### config.mk
export PLATFORM = sky130hd
export DESIGN_NAME = dmem_port_arbiter
export DESIGN_NICKNAME = d
export VERILOG_FILES = /design/src/rtl/dmem_port_arbiter.sv
export SDC_FILE = /design/constraint.sdc
export NUM_CORES = 1
export LEC_CHECK = 0
export ABC_AREA = 1
export ABC_CLOCK_PERIOD_IN_PS = 1500
export BUFFER_PORTS_ARGS = -buffer_cell sky130_fd_sc_hd__buf_2
export CAP_MARGIN = 20
export CORE_AREA = 2 2 107 109
export DETAILED_ROUTE_END_ITERATION = 12
export DIE_AREA = 0 0 109 111
export PLACE_DENSITY = 0.77
export SETUP_SLACK_MARGIN = 0.15
export SYNTH_ARGS = -nofsm -noshare
export SYNTH_HDL_FRONTEND = slang
export SYNTH_SLANG_ARGS = --single-unit
### constraint.sdc
create_clock -name iClk -period 1.5 [get_ports iClk]
set_input_delay 0.075 -clock iClk [delete_from_list [all_inputs] [get_ports iClk]]
set_output_delay 0.075 -clock iClk [all_outputs]
set_load 0.005 [all_outputs]
### src/rtl/dmem_port_arbiter.sv
// dmem_port_arbiter: two-port round-robin arbiter and sequencer for the
// single-port data memory. One transaction at a time walks
// IDLE -> ISSUE -> RESP; illegal or misaligned commands run through the
// same three steps but never touch memory.
module dmem_port_arbiter #(
  parameter int NUM_REQ    = 2,
  parameter int ADDR_WIDTH = 32,
  parameter int DATA_WIDTH = 32
) (
  input  logic                                 iClk,
  input  logic                                 iRst,
  input  logic [NUM_REQ-1:0]                   iReqValid,
  input  logic [NUM_REQ-1:0]                   iReqWrite,
  input  logic [NUM_REQ-1:0][2:0]              iReqFunct3,
  input  logic [NUM_REQ-1:0][ADDR_WIDTH-1:0]   iReqAddr,
  input  logic [NUM_REQ-1:0][DATA_WIDTH-1:0]   iReqWData,
  output logic [NUM_REQ-1:0]                   oReqReady,
  output logic [NUM_REQ-1:0]                   oRespValid,
  output logic                                 oRespError,
  output logic [DATA_WIDTH-1:0]                oRespRData,
  output logic                                 oMemWriteEn,
  output logic                                 oMemIsLoad,
  output logic [2:0]                           oMemFunct3,
  output logic [ADDR_WIDTH-1:0]                oMemAddress,
  output logic [DATA_WIDTH-1:0]                oMemData,
  input  logic [DATA_WIDTH-1:0]                iMemData
);

  typedef enum logic [1:0] {IDLE, ISSUE, RESP} state_t;

  state_t                state_q, state_d;
  logic                  rr_last;
  logic                  gnt_id;
  logic                  accept;
  logic                  gnt_err;

  // latched command
  logic                  cur_id;
  logic                  cur_write;
  logic                  cur_err;
  logic [2:0]            cur_funct3;
  logic [ADDR_WIDTH-1:0] cur_addr;
  logic [DATA_WIDTH-1:0] cur_wdata;
  logic [DATA_WIDTH-1:0] rdata_q;

  // Legal size codes per direction plus natural alignment of halves/words.
  function automatic logic cmd_err(input logic wr, input logic [2:0] f3,
                                   input logic [1:0] a);
    logic illegal, misaligned;
    if (wr) illegal = (f3 > 3'b010);
    else    illegal = !(f3 inside {3'b000, 3'b001, 3'b010, 3'b100, 3'b101});
    misaligned = ((f3[1:0] == 2'b01) && a[0]) ||
                 ((f3[1:0] == 2'b10) && (a != 2'b00));
    return illegal | misaligned;
  endfunction

  // Round-robin pick: a lone requester always wins; on contention the port
  // that was not granted last goes first. Nothing is granted under reset.
  always_comb begin
    oReqReady = '0;
    gnt_id    = 1'b0;
    accept    = 1'b0;
    if (state_q == IDLE && !iRst && (|iReqValid)) begin
      if (iReqValid[0] && iReqValid[1]) gnt_id = ~rr_last;
      else                              gnt_id = iReqValid[1];
      oReqReady[gnt_id] = 1'b1;
      accept            = 1'b1;
    end
  end

  assign gnt_err = cmd_err(iReqWrite[gnt_id], iReqFunct3[gnt_id],
                           iReqAddr[gnt_id][1:0]);

  // State register
  always_ff @(posedge iClk) begin
    if (iRst) state_q <= IDLE;
    else      state_q <= state_d;
  end

  // Next-state: fixed three-step walk, leaving IDLE only on acceptance
  always_comb begin
    state_d = state_q;
    unique case (state_q)
      IDLE:    if (accept) state_d = ISSUE;
      ISSUE:   state_d = RESP;
      RESP:    state_d = IDLE;
      default: state_d = IDLE;
    endcase
  end

  // Command latch, arbitration pointer and read-data capture
  always_ff @(posedge iClk) begin
    if (iRst) begin
      rr_last    <= 1'b1;
      cur_id     <= 1'b0;
      cur_write  <= 1'b0;
      cur_err    <= 1'b0;
      cur_funct3 <= '0;
      cur_addr   <= '0;
      cur_wdata  <= '0;
      rdata_q    <= '0;
    end else begin
      if (accept) begin
        rr_last    <= gnt_id;
        cur_id     <= gnt_id;
        cur_write  <= iReqWrite[gnt_id];
        cur_err    <= gnt_err;
        cur_funct3 <= iReqFunct3[gnt_id];
        cur_addr   <= iReqAddr[gnt_id];
        cur_wdata  <= iReqWData[gnt_id];
      end
      // memory updates iMemData on the ISSUE negedge; take it at the close
      if (state_q == ISSUE)
        rdata_q <= (!cur_write && !cur_err) ? iMemData : '0;
    end
  end

  // Memory side: strobes only in ISSUE, bus fields hold the last command
  always_comb begin
    oMemWriteEn = (state_q == ISSUE) &&  cur_write && !cur_err;
    oMemIsLoad  = (state_q == ISSUE) && !cur_write && !cur_err;
    oMemFunct3  = cur_funct3;
    oMemAddress = cur_addr;
    oMemData    = cur_wdata;
  end

  // Response pulse routed to the owning requester
  always_comb begin
    oRespValid = '0;
    oRespError = 1'b0;
    oRespRData = '0;
    if (state_q == RESP) begin
      oRespValid[cur_id] = 1'b1;
      oRespError         = cur_err;
      oRespRData         = rdata_q;
    end
  end

endmodule

* Word-level counts from Yosys, hierarchy flattened
Cells that the tools add are included.
Storage, ports and cells: output and inout bits 106, bits in registers 105, logic and storage cells 72
Cells by class: $lt $le $gt $ge 6, eq/ne operators 9, reductions and logical operators 22, bitwise gates (word level) 2, muxes and demuxes 24
Operators with widths (number):
- 32-bit 2-to-1 mux | 6
- 1-bit logical AND | 12
- 1-bit 2-to-1 mux | 10
- 3-bit equality test, second input constant | 2
- 1-bit by 2-bit < comparator with 1-bit output, second input constant | 3
- 2-bit 2-to-1 mux | 3
- 3-bit 2-to-1 mux | 2
- 5-bit nonzero test | 1
- 2-bit by 1-bit equality test with 1-bit output, second input constant | 2
- 2-bit equality test, second input constant | 2
- 1-bit logical NOT | 4
- 2-bit case mux with 2 select lines | 1
- 3-bit by 1-bit equality test with 1-bit output, second input constant | 1
- 3-bit by 2-bit equality test with 1-bit output, second input constant | 1
- 3-bit by 2-bit > comparator with 1-bit output, second input constant | 1
- 3-bit logical NOT | 1
- 1-bit demux with 1-bit select | 2
- 1-bit greater-or-equal comparator, second input constant | 2
- 2-bit logical NOT | 1
- 2-bit inequality test, second input constant | 1
- 2-bit nonzero test | 1
- 2-bit OR reduction | 1
- 1-bit logical OR | 1
- 1-bit inverter | 1
- 1-bit bitwise OR | 1

* Depth between registers and ports, before layout
depth after elaboration 12, gate-level depth with buffers 11, mapped depth without buffers 10

* Worst setup path after synthesis
Ideal clock, no wire load.
path type flip-flop to flip-flop, from register state_q[1], to register cur_addr[24], in the netlist oMemAddress[24], clock period less this slack 1267 ps, data arrival time 1211 ps, slack 233 ps, data required time 1443 ps, path buffers 2, cell stages (with the launch flop) 10, cells stage by stage dfxtp_1 nor2_4 nand3_4 nor2_2 buf_4 buf_2 nand2_1 nand3_1 nand2_1 inv_1
On the way: longest elaborated chain between the ends 6, elaborated cells between the ends (all ways) 7
Ends and longest elaborated chain:
- from (decl) | line 31 | state_t state_q, state_d;
- from (signal assigned) | line 77 | else state_q <= state_d;
- 2-bit logical NOT (*) | line 63 | if (state_q == IDLE && !iRst && (|iReqValid)) begin
- 1-bit logical AND (*) (2 in a row) | line 63
- 1-bit 2-to-1 mux | line 63
- 32-bit 2-to-1 mux (not written as such) (2 in a row) | line 109 | cur_addr <= iReqAddr[gnt_id];
- to (signal assigned) | line 109
- to (decl) | line 42 | logic [ADDR_WIDTH-1:0] cur_addr;
Every way passes the cells marked *; elsewhere a longest branch is shown, timed or not. The select of a mux whose other input is x is not followed. A chain may end at the register's enable or synchronous reset.

* Worst setup path in the final report
from register state_q[0], to output port oRespRData[17]
On the way: longest elaborated chain between the ends 2
Ends and longest elaborated chain:
- 2-bit equality test | line 132 | if (state_q == RESP) begin
- 32-bit 2-to-1 mux | line 132
- to (decl) | line 20 | output logic [DATA_WIDTH-1:0] oRespRData,
No other way between the ends.

==> key figures <==
Status
  – Status: finished clean

Floorplanning
  – Core Rows: 39
  – Starting Density: 42.4%
  – Die Span X: 109 microns
  – Full die area: 0.0121 sq mm
  – Core ar.: 0.0111 sq mm
  – Die H: 111 microns
  – Io pins: 278

Logic synthesis
  – Largest family of logic cells by synthesized area: simple AND/OR/NAND/NOR gates
  – EDFF count, synth: 0
  – Compound-gate portion of the synthesized area: 7.01%
  – Share of the yosys chip area belonging to registers: 44.8%
  – Synth Cell Area: 0.00469 sq mm
  – Synth warn: 0
  – Syn nets: 897
  – Count leader, synth: nand2_1
  – Yosys reg bits: 105
  – Post-Synth XOR/XNOR Area: 0%
  – Syn Inst Count: 725
  – Synth Area in Simple Gates: 36.2%
  – Post-synth top flop: dfxtp_1
  – Ys async rst share: 0%
  – Post-synth top area share: 44.8%
  – Mux share of post-synthesis cell area: 0%
  – Synth area leaders: dfxtp_1 (45%), nand2_1 (26%), inv_1 (7.4%)
  – Post-synthesis cell type count: 23
  – Area leader, netlist: dfxtp_1
  – Post-Synth Adder-Cell Area: 0%
  – Most frequent cells after synthesis: nand2_1 (322), dfxtp_1 (105), inv_1 (92), nand3_1 (53), nor2_1 (42)
  – Post-Syn Area per Cell: 6.47 sq um

Drt
  – DR vias/cell: 4.81
  – DRC viols: 0
  – Per-cell routed wire length: 14.6 microns
  – Antenna-violating nets left: 0
  – Via count: 5834
  – DRT iter0 DRCs: 533
  – Drt pass-1 iters: 5
  – Total Wirelength: 17700 microns

STA
  – Minimum clock period after layout: 1.44 ns
  – Fin crit share: 95.7%
  – Unrepaired setup endpoints after global routing: yes
  – Worst slew margin: 61.8%
  – Worst-margin pin slew: 0.572 ns
  – Setup Viol. Count Final: 0
  – Final hold vios: 0
  – Clock skew: 0.00817 ns
  – Slew Viols, Final: 0
  – F_max: 697 MHz

Global routing
  – Initial antenna violation count: 1
  – Total track usage: 26.6%
  – Number of global-route vias before repair: 5535
  – Largest net degree at the start of global routing: 56
  – Grt total ovfl: 0
  – First-pass GRT wire length: 25400 microns

Layout
  – Area delta synth->final: 62.6%
  – Ant. Diodes: 0
  – Finished Layout Cells: 1214
  – # nets final: 1238
  – Multi-input gate area: 0.00215 sq mm
  – # fillers: 935
  – Layout cells sized above 1: 33.8%
  – Register area: 0.00211 sq mm

Power and ir drop
  – Net Switching: 0.00194 W
  – Net Sw Frac: 28.3%
  – Comb pwr share: 22.0%
  – Internal: 0.00494 W
  – Clk pwr share: 33.1%
  – Pwr dens: 902 mW/mm^2
  – P_leak: 4.04 nW
  – Sequential power share: 44.9%
  – Total power: 0.00688 W
  – Worst VDD drop: 0.000658 V

Placed design
  – IO buf count: 277
  – Hpwl dp: 10500 microns
  – Placed instance count: 1119
  – Routability congestion estimate: 0.891

Clock network
  – CTS HTree Levels: 3
  – Clock Path Buffers: 2
  – Worst-path clk slew: 0.07 ns
  – Root Driver: clkbuf_16
  – Cts bufs inserted: 9
  – Clock latency on the worst-skew pair: 0.34 ns
  – CTS tree: yes
  – Clock Sink Count: 105

Worst setup path
  – CP Capture Type: output pin
  – Critical path launch point type: register
  – Worst Path Required: 1.42 ns
  – Worst EP arrival: 1.36 ns
  – Crit path max fanout: 35
  – Critical path class: reg -> out

Run
  – Max Cap Violations: 0

Min path
  – Hold Path Class: in -> reg
routing by layer:
metal / GRT usage [%] / up-vias / part of all wire (%)
li1: - / 2886 / -
met4: 11.0 / 2 / 2.8
met2: 48.4 / 278 / 50
met5: 0 / - / 0.073
met3: 7.94 / 44 / 9.1
met1: 27.9 / 2624 / 38
what timing repair did:
item / in CTS / in global routing
hold buffers: 58 / 0
buffers inserted: 11 / 2
pin swaps: 6 / 7
cloned: 3 / 5
endpoints found under the hold margin: 46 / 0
setup endpoints to repair: 96 / 140
resized for setup: 19 / 38
path summary, 6_finish.rpt:
kind	from	to	slack (ns)	depth (start not counted)
max	state_q[0]	oRespRData[17]	0.06	5
min	iMemData[12]	rdata_q[12]	0.002	3
max reg2reg	state_q[1]	oMemData[12]	0.09	7
min reg2reg	rdata_q[23]	rdata_q[23]	0.46	2
cells in the final DEF, fill, tap and decap left out, types with 4 or more instances in the layout:
cell,instances
a21oi_1,31
a31oi_1,17
buf_12,7
buf_2,275
buf_4,11
buf_6,11
clkbuf_16,13
dfxtp_1,103
dlygate4sd3_1,58
inv_1,91
nand2_1,317
nand3_1,52
nor2_1,32
nor2_2,6
nor2_4,7
o211ai_1,4
stage by stage:
stage / util (%) / instance area [sq um] / hold WS [ns] / setup slack (ns) / TNS (ns)
after floorplan: - / 4690 / 0.218 / 0.233 / 0
after global placement: 56.4 / 6250 / 0.324 / 0.00183 / 0
after detailed placement: 56.4 / 6250 / 0.332 / 0.00233 / 0
after CTS: 66.4 / 7360 / 0.000199 / 0.0741 / 0
after global routing: 68.9 / 7630 / 0.00491 / -0.0293 / -0.108
final: 68.9 / 7630 / 0.00181 / 0.0643 / 0
critical path, stage by stage (launching register included):
cell     delay, ns
dfxtp_4       0.36
inv_4         0.09
nand2_1       0.09
buf_12        0.19
nor2_4        0.14
buf_2         0.13
registers in the layout (all words and copies together), names as in the netlist:
name / cells
state_q: 2
cur_id: 1
oMemFunct3: 3
rr_last: 1
rdata_q: 32
cur_write: 1
oMemData: 32
oMemAddress: 32
cur_err: 1
cell type report:
type	instances	share of cell area, %
timing repair buffer	372	33.4
clock inverter	6	0.672
multi-input combinational	483	28.1
clock buffer	10	3.13
tap	143	2.35
inverter	95	4.71
sequential	105	27.6
power groups by stage:
stage	sequential [W]	combinational [W]	clock (W)
6_report	0.00309	0.00151	0.00228
5_1_grt	0.00311	0.00166	0.00244
2_1_floorplan	0.00315	0.000591	0
3_3_place_gp	0.00314	0.00114	0
3_5_place_dp	0.00314	0.00115	0
4_1_cts	0.00308	0.00137	0.00232
kinds of logic (layout without fill, tap and decap cells):
kind of cell | after synthesis | count (layout)
and+or+nand+nor | 424 | 424
AOI/OAI and AO/OA | 59 | 59
buffers and inverters | 137 | 483
DFF | 105 | 105
Power figures use the tool's default switching activity.
